## src/rtl/mips_pkg.sv

```systemverilog
// Shared fetch-stage types and constants for the 32-bit MIPS pipeline.
package mips_pkg;
  localparam int INSTR_W = 32;
  localparam logic [INSTR_W-1:0] NOP_ENC = 32'h0000_0000;
  localparam logic [31:0] RESET_PC_DEF = 32'h0000_0000;

  typedef enum logic [1:0] {
    FETCH_FILL = 2'd0,
    FETCH_RUN  = 2'd1,
    FETCH_HOLD = 2'd2
  } fetch_state_e;

  // Widened so a word near the top of the address space cannot wrap into range.
  function automatic logic addr_oob(input logic [31:0] addr, input int unsigned bytes);
    logic [32:0] last;
    last = {1'b0, addr} + 33'd3;
    return last >= 33'(bytes);
  endfunction
endpackage

```

## src/rtl/if_skid_reg.sv

```systemverilog
// One-entry pc+instruction holding register; keeps the in-flight fetch while ID stalls.
module if_skid_reg
  import mips_pkg::*;
(
  input  logic               clk,
  input  logic               rst,
  input  logic               load_i,
  input  logic               clear_i,
  input  logic [31:0]        pc_i,
  input  logic [INSTR_W-1:0] instr_i,
  output logic [31:0]        pc_o,
  output logic [INSTR_W-1:0] instr_o
);
  logic [31:0]        pc_q;
  logic [INSTR_W-1:0] instr_q;

  always_ff @(posedge clk or posedge rst) begin
    if (rst) begin
      pc_q    <= '0;
      instr_q <= '0;
    end else if (clear_i) begin
      pc_q    <= '0;
      instr_q <= '0;
    end else if (load_i) begin
      pc_q    <= pc_i;
      instr_q <= instr_i;
    end
  end

  assign pc_o    = pc_q;
  assign instr_o = instr_q;
endmodule

```

## src/rtl/if_fetch_unit.sv

```systemverilog
// IF stage: owns the PC and the IF/ID register over a 1-cycle synchronous instruction memory.
module if_fetch_unit
  import mips_pkg::*;
#(
  parameter logic [31:0]        RESET_PC   = RESET_PC_DEF,
  parameter int unsigned        IMEM_BYTES = 64,
  parameter logic [INSTR_W-1:0] NOP_INSTR  = NOP_ENC
) (
  input  logic               clk,
  input  logic               rst,
  input  logic               stall_i,
  input  logic               redirect_i,
  input  logic [31:0]        redirect_pc_i,
  input  logic [INSTR_W-1:0] imem_instr_i,
  output logic [31:0]        pc_out,
  output logic [31:0]        ifid_pc_o,
  output logic [31:0]        ifid_pc4_o,
  output logic [INSTR_W-1:0] ifid_instr_o,
  output logic               ifid_valid_o,
  output logic               fetch_err_o
);
  fetch_state_e       state_q;
  logic [31:0]        pc_q, pc_d1_q, ifid_pc_q, ifid_pc4_q;
  logic [INSTR_W-1:0] ifid_instr_q;
  logic               ifid_valid_q, fetch_err_q;

  logic               skid_load, skid_clear;
  logic [31:0]        skid_pc;
  logic [INSTR_W-1:0] skid_instr;
  logic [31:0]        ld_pc;
  logic [INSTR_W-1:0] ld_instr;
  logic               ld_oob;

  // Memory output is overwritten on the stall edge, so the live word goes to the skid.
  assign skid_load  = !redirect_i && stall_i && (state_q == FETCH_RUN);
  assign skid_clear = redirect_i;

  if_skid_reg u_skid (
    .clk    (clk),
    .rst    (rst),
    .load_i (skid_load),
    .clear_i(skid_clear),
    .pc_i   (pc_d1_q),
    .instr_i(imem_instr_i),
    .pc_o   (skid_pc),
    .instr_o(skid_instr)
  );

  assign ld_pc    = (state_q == FETCH_HOLD) ? skid_pc    : pc_d1_q;
  assign ld_instr = (state_q == FETCH_HOLD) ? skid_instr : imem_instr_i;
  assign ld_oob   = addr_oob(ld_pc, IMEM_BYTES);

  always_ff @(posedge clk or posedge rst) begin
    if (rst) begin
      state_q      <= FETCH_FILL;
      pc_q         <= RESET_PC;
      pc_d1_q      <= '0;
      ifid_pc_q    <= '0;
      ifid_pc4_q   <= '0;
      ifid_instr_q <= '0;
      ifid_valid_q <= 1'b0;
      fetch_err_q  <= 1'b0;
    end else if (redirect_i) begin
      pc_q         <= redirect_pc_i & ~32'd3;
      ifid_valid_q <= 1'b0;
      fetch_err_q  <= 1'b0;
      state_q      <= FETCH_FILL;
    end else if (!stall_i) begin
      pc_d1_q <= pc_q;
      pc_q    <= pc_q + 32'd4;
      state_q <= FETCH_RUN;
      if (state_q == FETCH_FILL) begin
        ifid_valid_q <= 1'b0;
      end else begin
        ifid_pc_q    <= ld_pc;
        ifid_pc4_q   <= ld_pc + 32'd4;
        ifid_valid_q <= 1'b1;
        ifid_instr_q <= ld_oob ? NOP_INSTR : ld_instr;
        fetch_err_q  <= ld_oob;
      end
    end else if (state_q == FETCH_RUN) begin
      state_q <= FETCH_HOLD;
    end
  end

  assign pc_out       = pc_q;
  assign ifid_pc_o    = ifid_pc_q;
  assign ifid_pc4_o   = ifid_pc4_q;
  assign ifid_instr_o = ifid_instr_q;
  assign ifid_valid_o = ifid_valid_q;
  assign fetch_err_o  = fetch_err_q;
endmodule

```

## config.mk

```make
export PLATFORM = sky130hd
export DESIGN_NAME = if_fetch_unit
export DESIGN_NICKNAME = d
export VERILOG_FILES = /design/src/rtl/mips_pkg.sv /design/src/rtl/if_skid_reg.sv /design/src/rtl/if_fetch_unit.sv
export SDC_FILE = /design/constraint.sdc
export NUM_CORES = 1
export LEC_CHECK = 0
export ABC_AREA = 1
export CAP_MARGIN = 10
export CORE_ASPECT_RATIO = 1.4
export CORE_MARGIN = 2
export CORE_UTILIZATION = 49
export DETAILED_ROUTE_END_ITERATION = 16
export GPL_TIMING_DRIVEN = 0
export MAX_ROUTING_LAYER = met4
export PLACE_DENSITY = 0.75
export SLEW_MARGIN = 20
export SYNTH_ARGS = -nofsm -noshare
export SYNTH_HDL_FRONTEND = slang
export SYNTH_SLANG_ARGS = --single-unit
```

## constraint.sdc

```tcl
create_clock -name clk -period 8.6 [get_ports clk]
set_input_delay 1.72 -clock clk [delete_from_list [all_inputs] [get_ports clk]]
set_output_delay 1.72 -clock clk [all_outputs]
set_load 0.02 [all_outputs]
```

==> results.toml <==
[critical_path]
path_class = "input port to flop"
crit_slowest_cell = "nor2_1"
slowest_delay_ps = 720
required_ps = 8990
cp_max_fo = 10
end_kind = "flop"
crit_arrival_ps = 5220
path_cells = "clkdlybuf4s50_1 > nor2_1 > clkinv_1 > nor2_1 > inv_2 > clkbuf_1 > clkbuf_1 > nand2_1 > nand2_1"
worst_setup_path_start_kind = "input port"

[synthesis]
yosysSeqAreaShare_pct = 48.3
synthMuxAreaShare_pct = 0.0989
syn_area_per_cell_um2 = 7.66
yosys_warnings = 0
synth_compound_area_share_pct = 13.7
synthAdderAreaFrac_pct = 0.220
synth-xor-area-share_pct = 1.00
synthCells = 1487
synth_top_area_cell = "dfrtp_1"
synth_area_um2 = 11400
synth_top_area_share_pct = 48.3
synthTopCellsByArea = "dfrtp_1, nand2_1, o21ai_0"
ys_ff_latch = 220
synth-simple-area-share_pct = 28.3
ys_types = 43
synth_top_family_by_area = "simple AND/OR/NAND/NOR gates"

[sta]
timing.final.ws_setup_ps = 3770
report.final.slew_viol_count = 0
hold_violations = 0
tns_ps = 0
setup_viol = 0
tightest_slew_ps = 909
finalCriticalPeriod_ps = 4830
rsz0062_at_grt = "false"
finClkSkew_ps = 13.7
post-route-period-util_pct = 56.1
timing.fmax_ghz = 0.207
slew_headroom_pct = 39.4

[pwr]
p_sw_w = 0.000950
p_leak_nw = 6.41
power_frac_comb_pct = 25.4
p_int_w = 0.00201
p_sw_share_pct = 32.1
pwr-share-seq_pct = 42.5
power_per_cell_area_nw_per_um2 = 204
pwr-share-clk_pct = 32.0
vdd_drop_max_mv = 0.136

[clocking]
postCtsSetupBuffers = 0
cts_max_level = 1
cts_buffers = 22
cts_resized = 0
cts-root-buf = "clkbuf_16"
cts.clk_slew.worst_paths_ps = 60
max-clock-path-buffers = 3
cts_tree = "done"
clock_latency_ps = 520
hold_buffers = 0
clock-sinks = 220

[place]
dp_cells = 1988
port_buffers = 192
dp_slack_ps = 3310
hpwl_mm = 28.1
gp_congestion = 0.996

[finish]
area_growth_pct = 27.0
stdcell_count = 2026
fillers = 2078
layout.nets = 1776
multi_input_area_um2 = 4940
drive_gt1_share_pct = 5.81
diodes = 0
seqCellArea_um2 = 5510

[floorplan]
rows = 66
dieArea_um2 = 24500
die_w_um = 133
die-height_um = 184
io_pins = 198
initial_utilization_pct = 49.4
core_um2 = 23000

[job]
maxCapViolations = 0

[routing]
via_per_inst = 5.52
avgRoutedWirePerCell_um = 18.2
wl_mm = 36.8
drt_iter0_drc = 865
num_vias = 11180
ant_nets = 0
dr.pass1.iters = 5
route.detailed.drc = 0

[run_status]
status = "complete, no violations"

[grt]
grt_pass1_wl_mm = 58.5
grt_antenna_before_repair = 0
grt_pass1_vias = 10787
grtUsageTotal_pct = 31.2
grt_overflow = 0
grt_max_degree = 87

[worst_hold_path]
hold_path_class = "flop to flop"
critical path: cells and delay by family:
kind	cells	cell delay, ps
simple gates	4	1430
buf+inv	5	2050
final cells by class:
class,count,area share [%]
flip-flops and latches,220,38.1
multi-input cells,1043,34.2
repair buffers,194,13.7
clock buffers,34,4.68
inverters,143,3.78
plain buffers,82,2.79
well taps,306,2.65
clock inverters,4,0.199
synth_stat cells:
cell type	count
o211ai_1	12
inv_1	137
conb_1	1
ha_1	2
nand2_2	12
o22ai_1	18
nor2_2	16
a221oi_1	1
nor2_1	105
nand2_8	1
clkinv_1	3
nand3_2	1
buf_2	8
a21oi_1	43
o21ai_1	3
inv_2	2
a31oi_1	13
nand3b_1	2
inv_4	1
o31ai_1	7
o2111ai_1	10
o21a_1	1
nand3_1	123
nand4_1	40
dfrtp_1	220
o311ai_0	8
o221ai_1	1
nor4_1	1
nor2_4	5
nor3b_1	1
xor2_1	12
buf_6	7
mux2_2	1
xnor2_1	1
a211oi_1	2
o21ai_0	156
or2_2	1
nor3_1	12
clkbuf_1	58
nand2_1	428
buf_4	9
a221o_1	1
o41ai_1	1
cells in the final DEF (no fill, tap or decap), types with 3 or more instances in the layout:
master	n
clkbuf_1	63
clkbuf_16	23
buf_4	9
o21ai_0	156
nand2_1	428
inv_1	136
nor2_2	16
nand2_2	12
clkinv_1	3
o22ai_1	18
o21ai_1	3
a21oi_1	43
xor2_1	12
nor2_1	105
o311ai_0	8
nor2_4	5
dfrtp_1	220
o2111ai_1	10
buf_6	7
buf_2	8
nor3_1	12
nand4_1	40
o31ai_1	7
nand3_1	123
o211ai_1	12
clkbuf_8	6
clkdlybuf4s50_1	192
a31oi_1	13
kinds of logic (layout without fill, tap and decap cells):
kind of cell,Yosys count,after routing
DFF,220,220
muxes,1,1
other,1,2
AOI/OAI and AO/OA,277,277
xor gates and xnor gates,13,13
buffers and inverters,225,457
and+or+nand+nor,748,748
adders and majority gates,2,2
final timing paths:
path                               startpoint                  to  slack [ps]  cells after the start
worst max-delay path                  stall_i       ifid_pc_o[15]        3770                      9
worst min-delay path            ifid_pc_o[11]       ifid_pc_o[11]         470                      2
worst max register to register     state_q[0]     ifid_instr_o[4]        4740                     18
worst min register to register  ifid_pc_o[11]       ifid_pc_o[11]         470                      2
max in group asynchronous                 rst  u_skid.instr_o[11]        6110                      3
min in group asynchronous                 rst       ifid_pc4_o[3]        1670                      2
flip-flops by register name (all words and copies together), names as in the netlist:
name,count
fetch_err_o,1
ifid_instr_o,32
ifid_pc4_o,30
ifid_pc_o,31
ifid_valid_o,1
pc_d1_q,30
pc_out,30
state_q,2
u_skid.instr_o,32
u_skid.pc_o,31
power groups by stage:
stage | Clock, W | Sequential [W] | Combinational [W]
6_report | 0.000948 | 0.00126 | 0.000752
2_1_floorplan | 0 | 0.00137 | 0.000304
3_3_place_gp | 0 | 0.00127 | 0.000736
4_1_cts | 0.000956 | 0.00126 | 0.000753
5_1_grt | 0.000998 | 0.00127 | 0.000819
3_5_place_dp | 0 | 0.00127 | 0.000749
through the flow:
step	cell area, µm²	total power [W]	hold slack (ps)	utilization, %
2_1_floorplan	11400	0.00167	470	-
3_3_place_gp	13700	0.00201	453	59.5
3_5_place_dp	13800	0.00202	459	59.7
4_1_cts	14500	0.00297	473	62.8
5_1_grt	14500	0.00309	507	62.8
6_report	14500	0.00296	469	62.8
metal layers:
layer,global-route usage (%),up-vias,wire length [µm]
met5,-,-,0
li1,-,5344,-
met2,56.2,443,19400
met3,2.59,67,1910
met1,37.5,5326,14500
met4,8.90,0,994
(Power assumes the default switching activity.)
